**config.mk**
```make
export PLATFORM = sky130hd
export DESIGN_NAME = pipe_stage_reg
export DESIGN_NICKNAME = d
export VERILOG_FILES = /design/src/rtl/pipe_pkg.sv /design/src/rtl/pipe_stage_reg.sv
export SDC_FILE = /design/constraint.sdc
export NUM_CORES = 1
export LEC_CHECK = 0
export CAP_MARGIN = 25
export CORE_UTILIZATION = 47
export CTS_BUF_LIST = sky130_fd_sc_hd__clkbuf_4 sky130_fd_sc_hd__clkbuf_8
export CTS_CLUSTER_DIAMETER = 40
export DETAILED_ROUTE_END_ITERATION = 10
export HOLD_SLACK_MARGIN = 0.03
export PLACE_DENSITY = 0.89
export SETUP_SLACK_MARGIN = 0.15
export SYNTH_ARGS = -nofsm -noshare
export SYNTH_HDL_FRONTEND = slang
export SYNTH_SLANG_ARGS = --single-unit
```
**constraint.sdc**
```tcl
create_clock -name i_clk -period 2.4 [get_ports i_clk]
set_clock_uncertainty 0.2 [all_clocks]
set_input_delay 0.48 -clock i_clk [delete_from_list [all_inputs] [get_ports i_clk]]
set_output_delay 0.48 -clock i_clk [all_outputs]
set_load 0.01 [all_outputs]
```
**src/rtl/pipe_pkg.sv**
```systemverilog
// Shared definitions for pipeline stage registers.
// State encodings are reused by every stage register flavour.
package pipe_pkg;

  typedef enum logic [1:0] {
    ST_EMPTY = 2'd0,
    ST_FULL  = 2'd1,
    ST_SKID  = 2'd2
  } stage_state_e;

  localparam logic [1:0] CNT_EMPTY = 2'd0;
  localparam logic [1:0] CNT_FULL  = 2'd1;
  localparam logic [1:0] CNT_SKID  = 2'd2;

  function automatic logic [1:0] state_count(
    input stage_state_e s
  );
    unique case (s)
      ST_FULL: state_count = CNT_FULL;
      ST_SKID: state_count = CNT_SKID;
      default: state_count = CNT_EMPTY;
    endcase
  endfunction

endpackage

```
**src/rtl/pipe_stage_reg.sv**
```systemverilog
// Valid/ready pipeline stage register: skid-buffered
// (registered o_ready) or single-entry (combinational o_ready).
module pipe_stage_reg
  import pipe_pkg::*;
#(
  parameter int unsigned       WIDTH  = 32,
  parameter logic [WIDTH-1:0]  BUBBLE = '0,
  parameter bit                SKID   = 1'b1
) (
  input  logic             i_clk,
  input  logic             i_rst,
  input  logic             i_flush,
  input  logic             i_valid,
  output logic             o_ready,
  input  logic [WIDTH-1:0] i_data,
  output logic             o_valid,
  input  logic             i_ready,
  output logic [WIDTH-1:0] o_data,
  output logic [1:0]       o_count
);

  generate
    if (SKID) begin : g_skid
      stage_state_e     state_q, state_d;
      logic [WIDTH-1:0] main_q, main_d;
      logic [WIDTH-1:0] skid_q, skid_d;
      logic             ready_q, ready_d;
      logic             in_fire;
      logic             out_fire;

      assign in_fire  = i_valid & ready_q;
      assign out_fire = i_ready & (state_q != ST_EMPTY);

      always_comb begin
        state_d = state_q;
        main_d  = main_q;
        skid_d  = skid_q;
        unique case (state_q)
          ST_EMPTY: begin
            if (in_fire) begin
              state_d = ST_FULL;
              main_d  = i_data;
            end
          end
          ST_FULL: begin
            unique case ({in_fire, out_fire})
              2'b01: state_d = ST_EMPTY;
              2'b11: main_d  = i_data;
              2'b10: begin
                state_d = ST_SKID;
                skid_d  = i_data;
              end
              default: ;
            endcase
          end
          ST_SKID: begin
            if (out_fire) begin
              state_d = ST_FULL;
              main_d  = skid_q;
            end
          end
          default: state_d = ST_EMPTY;
        endcase
        // Flush wins over every handshake on the same edge.
        if (i_flush) begin
          state_d = ST_EMPTY;
        end
        ready_d = (state_d != ST_SKID);
      end

      always_ff @(posedge i_clk or posedge i_rst) begin
        if (i_rst) begin
          state_q <= ST_EMPTY;
          main_q  <= BUBBLE;
          skid_q  <= BUBBLE;
          ready_q <= 1'b1;
        end else begin
          state_q <= state_d;
          main_q  <= main_d;
          skid_q  <= skid_d;
          ready_q <= ready_d;
        end
      end

      assign o_ready = ready_q;
      assign o_valid = (state_q != ST_EMPTY);
      assign o_data  = o_valid ? main_q : BUBBLE;
      assign o_count = state_count(state_q);
    end else begin : g_single
      logic             valid_q, valid_d;
      logic [WIDTH-1:0] data_q, data_d;
      logic             ready;

      assign ready = i_ready | ~valid_q;

      always_comb begin
        valid_d = valid_q;
        data_d  = data_q;
        if (i_valid && ready) begin
          valid_d = 1'b1;
          data_d  = i_data;
        end else if (i_ready) begin
          valid_d = 1'b0;
        end
        if (i_flush) begin
          valid_d = 1'b0;
        end
      end

      always_ff @(posedge i_clk or posedge i_rst) begin
        if (i_rst) begin
          valid_q <= 1'b0;
          data_q  <= BUBBLE;
        end else begin
          valid_q <= valid_d;
          data_q  <= data_d;
        end
      end

      assign o_ready = ready;
      assign o_valid = valid_q;
      assign o_data  = valid_q ? data_q : BUBBLE;
      assign o_count = {1'b0, valid_q};
    end
  endgenerate

endmodule
```
# Yosys cells after proc, flatten, opt, wreduce, memory -nomap -nowiden
# Index checks and enable logic that the tools add are counted.
[op_classes]
eq_ne = 9
muxes = 11
n_bitwise = 2
n_reduce_logical = 5
[ops]
columns = ["cell", "count"]
rows = [
  ["32-bit 2-to-1 mux", 4],
  ["32-bit case mux with 3 select lines", 1],
  ["2-bit case mux with 2 select lines", 2],
  ["2-bit equality test (second input constant)", 3],
  ["2-bit 2-to-1 mux", 3],
  ["2-bit != test (second input constant)", 3],
  ["2-bit case mux with 3 select lines", 1],
  ["2-bit by 1-bit equality test with 1-bit output (second input constant)", 2],
  ["4-bit AND reduction", 1],
  ["3-bit nonzero test", 1],
  ["1-bit AND", 2],
  ["2-bit logical NOT", 1],
  ["2-bit by 1-bit != test with 1-bit output (second input constant)", 1],
  ["2-bit AND reduction", 1],
  ["2-bit nonzero test", 1],
]
[word_totals]
regBits = 67
in_bits = 37
out_inout_bits = 36
word_cells = 31

# Logic depth before layout (Yosys ltp)
[logic_depth]
word_depth = 7
ltp_mapped = 10
depth_no_buf = 7

# Worst setup path before layout
# OpenSTA, ideal clock, no wires.
[synth_timing]
path_kind = "reg2reg"
start = "register g_skid.state_q[1]"
end = "register g_skid.main_q[0]"
setup_ps = 125
arrival_time_ps = 2057
required_ps = 2075
setup_slack_ps = 18
stages_incl_launch_ff = 11
n_path_buf = 3
synth_period_minus_slack_ps = 2382
cell_sequence = "dfrtp_1 > or2_2 > clkbuf_1 > clkbuf_1 > nand2_1 > inv_1 > ha_1 > nand3b_1 > o211ai_2 > buf_2 > mux2_2"
[synth_between]
elab_chain_len = 5
elab_cells_between_ends = 12
cone_classes = "eq/ne (6); mux (1); bitwise (1); reduce/logical (4)"
[synth_lines]
columns = ["element", "line_no", "source"]
rows = [
  ["from (decl)", "pipe_stage_reg.sv:24", "stage_state_e state_q, state_d;"],
  ["from (signal assigned)", "pipe_stage_reg.sv:78", "state_q <= state_d;"],
  ["2-bit nonzero test (*)", "-", ""],
  ["named net o_valid", "pipe_stage_reg.sv:16", "output logic o_valid,"],
  ["1-bit AND (*)", "pipe_stage_reg.sv:32", "assign out_fire = i_ready & (state_q != ST_EMPTY);"],
  ["2-bit equality test", "pipe_stage_reg.sv:46", "unique case ({in_fire, out_fire})"],
  ["2-bit by 1-bit != test with 1-bit output (no line)", "-", ""],
  ["4-bit AND reduction (no line) (*)", "-", ""],
  ["to (signal assigned)", "pipe_stage_reg.sv:79", "main_q <= main_d;"],
  ["to (decl)", "pipe_stage_reg.sv:25", "logic [WIDTH-1:0] main_q, main_d;"],
]
# The timed path passes the listed nets; every way through them passes the cells marked *.
# A chain may end at the register's enable or synchronous reset.

# Worst setup path in the final report
[layout_timing]
start = "register g_skid.state_q[1]"
end = "output port o_data[25]"
[layout_between]
elab_chain_len = 2
[layout_lines]
columns = ["element", "line_no", "source"]
rows = [
  ["2-bit nonzero test", "pipe_stage_reg.sv:86", "assign o_valid = (state_q != ST_EMPTY);"],
  ["32-bit 2-to-1 mux", "pipe_stage_reg.sv:87", "assign o_data = o_valid ? main_q : BUBBLE;"],
  ["to (decl)", "pipe_stage_reg.sv:18", "output logic [WIDTH-1:0] o_data,"],
]
# Every way passes these cells.

==> flow_metrics.env <==
export IMPL_hp_class="reg -> reg"
export IMPL_setup_viol=0
export IMPL_nets=374
export IMPL_rsz0062_at_grt="yes"
export IMPL_initial_core_util_pct=49.3
export IMPL_avgSynthCellArea_um2=13.9
export IMPL_critical_path_class="reg -> out"
export IMPL_wl_per_cell_um=17.9
export IMPL_endpoint_kind="output pin"
export IMPL_max_freq_ghz=0.438
export IMPL_vias=2166
export IMPL_drtAntennaViolNets=0
export IMPL_drive_gt1_share_pct=45.0
export IMPL_dp_cells=375
export IMPL_core_um2=6460
export IMPL_num_rows=29
export IMPL_synth_seq_cells=67
export IMPL_r2r_cells=8
export IMPL_netlist_area_um2=3190
export IMPL_min_period_ps=2290
export IMPL_synth_top_family_by_area="multiplexers"
export IMPL_antenna_found_initial=1
export IMPL_slew_limit_headroom_pct=76.6
export IMPL_hold_viol_final=0
export IMPL_die_area_um2=7110
export IMPL_grt_pass1_wl_mm=11.7
export IMPL_hpwl_mm=4.22
export IMPL_place_area_um2=4060
export IMPL_areaGrowthSynthToFinish_pct=41.1
export IMPL_ir_drop_mv=0.395
export IMPL_globalplace_congestion=0.694
export IMPL_instances_no_fill=418
export IMPL_die_w_um=84.3
export IMPL_insertion_delay_ps=330
export IMPL_post_route_period_util_pct=95.2
export IMPL_grt_pass1_vias=2266
export IMPL_cts_max_path_buffers=2
export IMPL_cts_root_buf="clkbuf_8"
export IMPL_first_iter_violations=73
export IMPL_failed_checks="design-rule violations"
export IMPL_boundaryPins=73
export IMPL_seq_area_um2=1680
export IMPL_cp_required_ps=1720
export IMPL_p_leak_nw=2.02
export IMPL_outcome="finished with violations"
export IMPL_wirelength_mm=7.48
export IMPL_first_pass_iters=9
export IMPL_synth_simple_area_share_pct=8.64
export IMPL_cts_tree="built"
export IMPL_min_path_cells=1
export IMPL_multi_input_area_um2=1490
export IMPL_ys_types=19
export IMPL_ys_warnings_count=0
export IMPL_grt_usage_pct=22.3
export IMPL_cp_max_fo=7
export IMPL_grt_overflow_total=0
export IMPL_drc=6
export IMPL_clock_sinks=67
export IMPL_grt_max_degree=68
export IMPL_synthCells=230
export IMPL_die_y_um=84.3
export IMPL_synthAdderAreaFrac_pct=0.786
export IMPL_slew_viol_final=0
export IMPL_synth_compound_area_share_pct=0.982
export IMPL_synth_xor_area_share_pct=0
export IMPL_synth_mux_area_share_pct=33.9
export IMPL_finalInstanceArea_um2=4500
export IMPL_synth_seq_area_share_pct=52.7
export IMPL_synth_nets=269
export IMPL_cp_arrival_ps=1610
export IMPL_max_cap_violations=0
export IMPL_via_per_inst=5.18
export IMPL_worst_slew_pin_slew_ps=350
export IMPL_clk_pin_slew_worst_paths_ps=70
export IMPL_numPortBuffers=72
export IMPL_cts_inserted_buffers=9
export IMPL_fillers=493
export IMPL_start_kind="register"
export IMPL_htree_num_levels=3
export IMPL_pwr_density_cell_nw_per_um2=772
==> cells in the final DEF (no fill, tap or decap) <==
master           count
a21o_1               1
a21oi_1              1
and2_1              32
and2_4               1
buf_12               6
buf_2                8
buf_4               16
buf_6                7
bufinv_16            1
clkbuf_16            3
clkbuf_2            13
clkbuf_4             3
clkbuf_8            12
clkdlybuf4s15_1     11
clkdlybuf4s50_1     37
clkinvlp_4           1
dfrtp_1             64
dfrtp_2              2
dfstp_2              1
diode_2              1
dlygate4sd2_1        2
ha_1                 1
ha_2                 1
inv_1                1
inv_2                1
mux2_1              28
mux2_2              67
mux2_4               1
nand2_1              1
nand2_4              1
nand2b_1             1
nand2b_2             1
nand3b_1             4
nor2b_1              2
o211ai_4             1
o22ai_1              1
or2_4                6
==> worst paths after layout <==
check | slack, ps | to | start
max | 110 | o_data[25] | g_skid.state_q[1]
max reg2reg | 130 | g_skid.skid_q[6] | g_skid.state_q[1]
min | 300 | g_skid.main_q[9] | g_skid.main_q[9]
max in group asynchronous | 1300 | o_ready | i_rst
min in group asynchronous | 390 | g_skid.main_q[21] | i_rst
min reg2reg | 300 | g_skid.main_q[9] | g_skid.main_q[9]
==> area by class of cell <==
type                            instances  share of cell area (%)
Sequential cell                        67                    37.4
Inverter                                3                   0.334
Timing Repair Buffer                  103                    22.2
Multi-Input combinational cell        151                    33.1
Tap cell                               77                    2.14
Antenna cell                            1                  0.0557
Clock inverter                          1                   0.668
Clock buffer                           15                    4.17
==> cells in the mapped netlist <==
| master | number | share of area [%] |
|---|---|---|
| ha_1 | 2 | 0.79 |
| o22ai_1 | 1 | 0.20 |
| o211ai_2 | 1 | 0.39 |
| or2_2 | 1 | 0.20 |
| nand3b_1 | 4 | 0.94 |
| nor2b_1 | 2 | 0.39 |
| nand2_1 | 2 | 0.24 |
| a21oi_1 | 1 | 0.16 |
| dfstp_2 | 1 | 0.82 |
| inv_1 | 3 | 0.35 |
| nand2b_1 | 2 | 0.39 |
| buf_6 | 3 | 1.1 |
| and2_1 | 33 | 6.5 |
| a21o_1 | 1 | 0.24 |
| buf_2 | 7 | 1.1 |
| mux2_1 | 28 | 9.9 |
| dfrtp_1 | 66 | 52 |
| clkbuf_1 | 4 | 0.47 |
| mux2_2 | 68 | 24 |
==> flip-flops by register name (all words and copies together), names as in the netlist <==
signal,cells
g_skid.state_q,2
g_skid.skid_q,32
g_skid.main_q,32
o_ready,1
==> kinds of logic (layout without fill, tap and decap cells) <==
| logic type | after synthesis | in the layout |
|---|---|---|
| other | 0 | 1 |
| flip-flops | 67 | 67 |
| buffers and inverters | 17 | 122 |
| AO/OA/AOI/OAI | 4 | 4 |
| adder cells (fa/ha/maj) | 2 | 2 |
| multiplexers | 96 | 96 |
| AND/OR/NAND/NOR | 44 | 49 |
==> what timing repair did <==
item / in CTS / in global routing
hold buffers: 0 / 0
gates cloned: 5 / 3
setup buffers: 13 / 5
pin swaps: 4 / 6
hold endpoints to repair: 0 / 0
resized for setup: 64 / 55
endpoints found under the setup margin: 77 / 60
==> worst max-delay path, stage by stage, from the launching register on <==
cell and delay, ps:
dfrtp_2 460, or2_4 280, buf_4 140, buf_6 110, and2_1 150, buf_2 140
==> layer usage <==
metal	vias up	share of wire (%)	routed length [um]	GRT usage (%)
li1	1013	-	-	-
met1	1090	44	3300	27.7
met2	49	51	3800	37.5
met3	14	2.8	211	3.64
met4	0	2.4	176	11.6
met5	-	0	0	0
==> where the power goes <==
part	switching (mW)	internal, mW	total [mW]
registers	0.148	1.45	1.59
logic	0.325	0.553	0.878
clock network	0.399	0.601	1.00
total	0.872	2.60	3.47
==> metrics by stage <==
stage          total power [mW]  util [%]  setup WS (ps)  hold slack (ps)  TNS, ps
6_report                   3.47      69.6            115              297        0
3_5_place_dp               2.41      62.9          -19.0              287     -111
3_3_place_gp               2.35      62.9           29.4              279        0
2_1_floorplan              2.07         -            138              272        0
4_1_cts                    3.44      67.6           29.8              303        0
5_1_grt                    3.66      69.6           52.2              311        0
(Power assumes the default switching activity.)
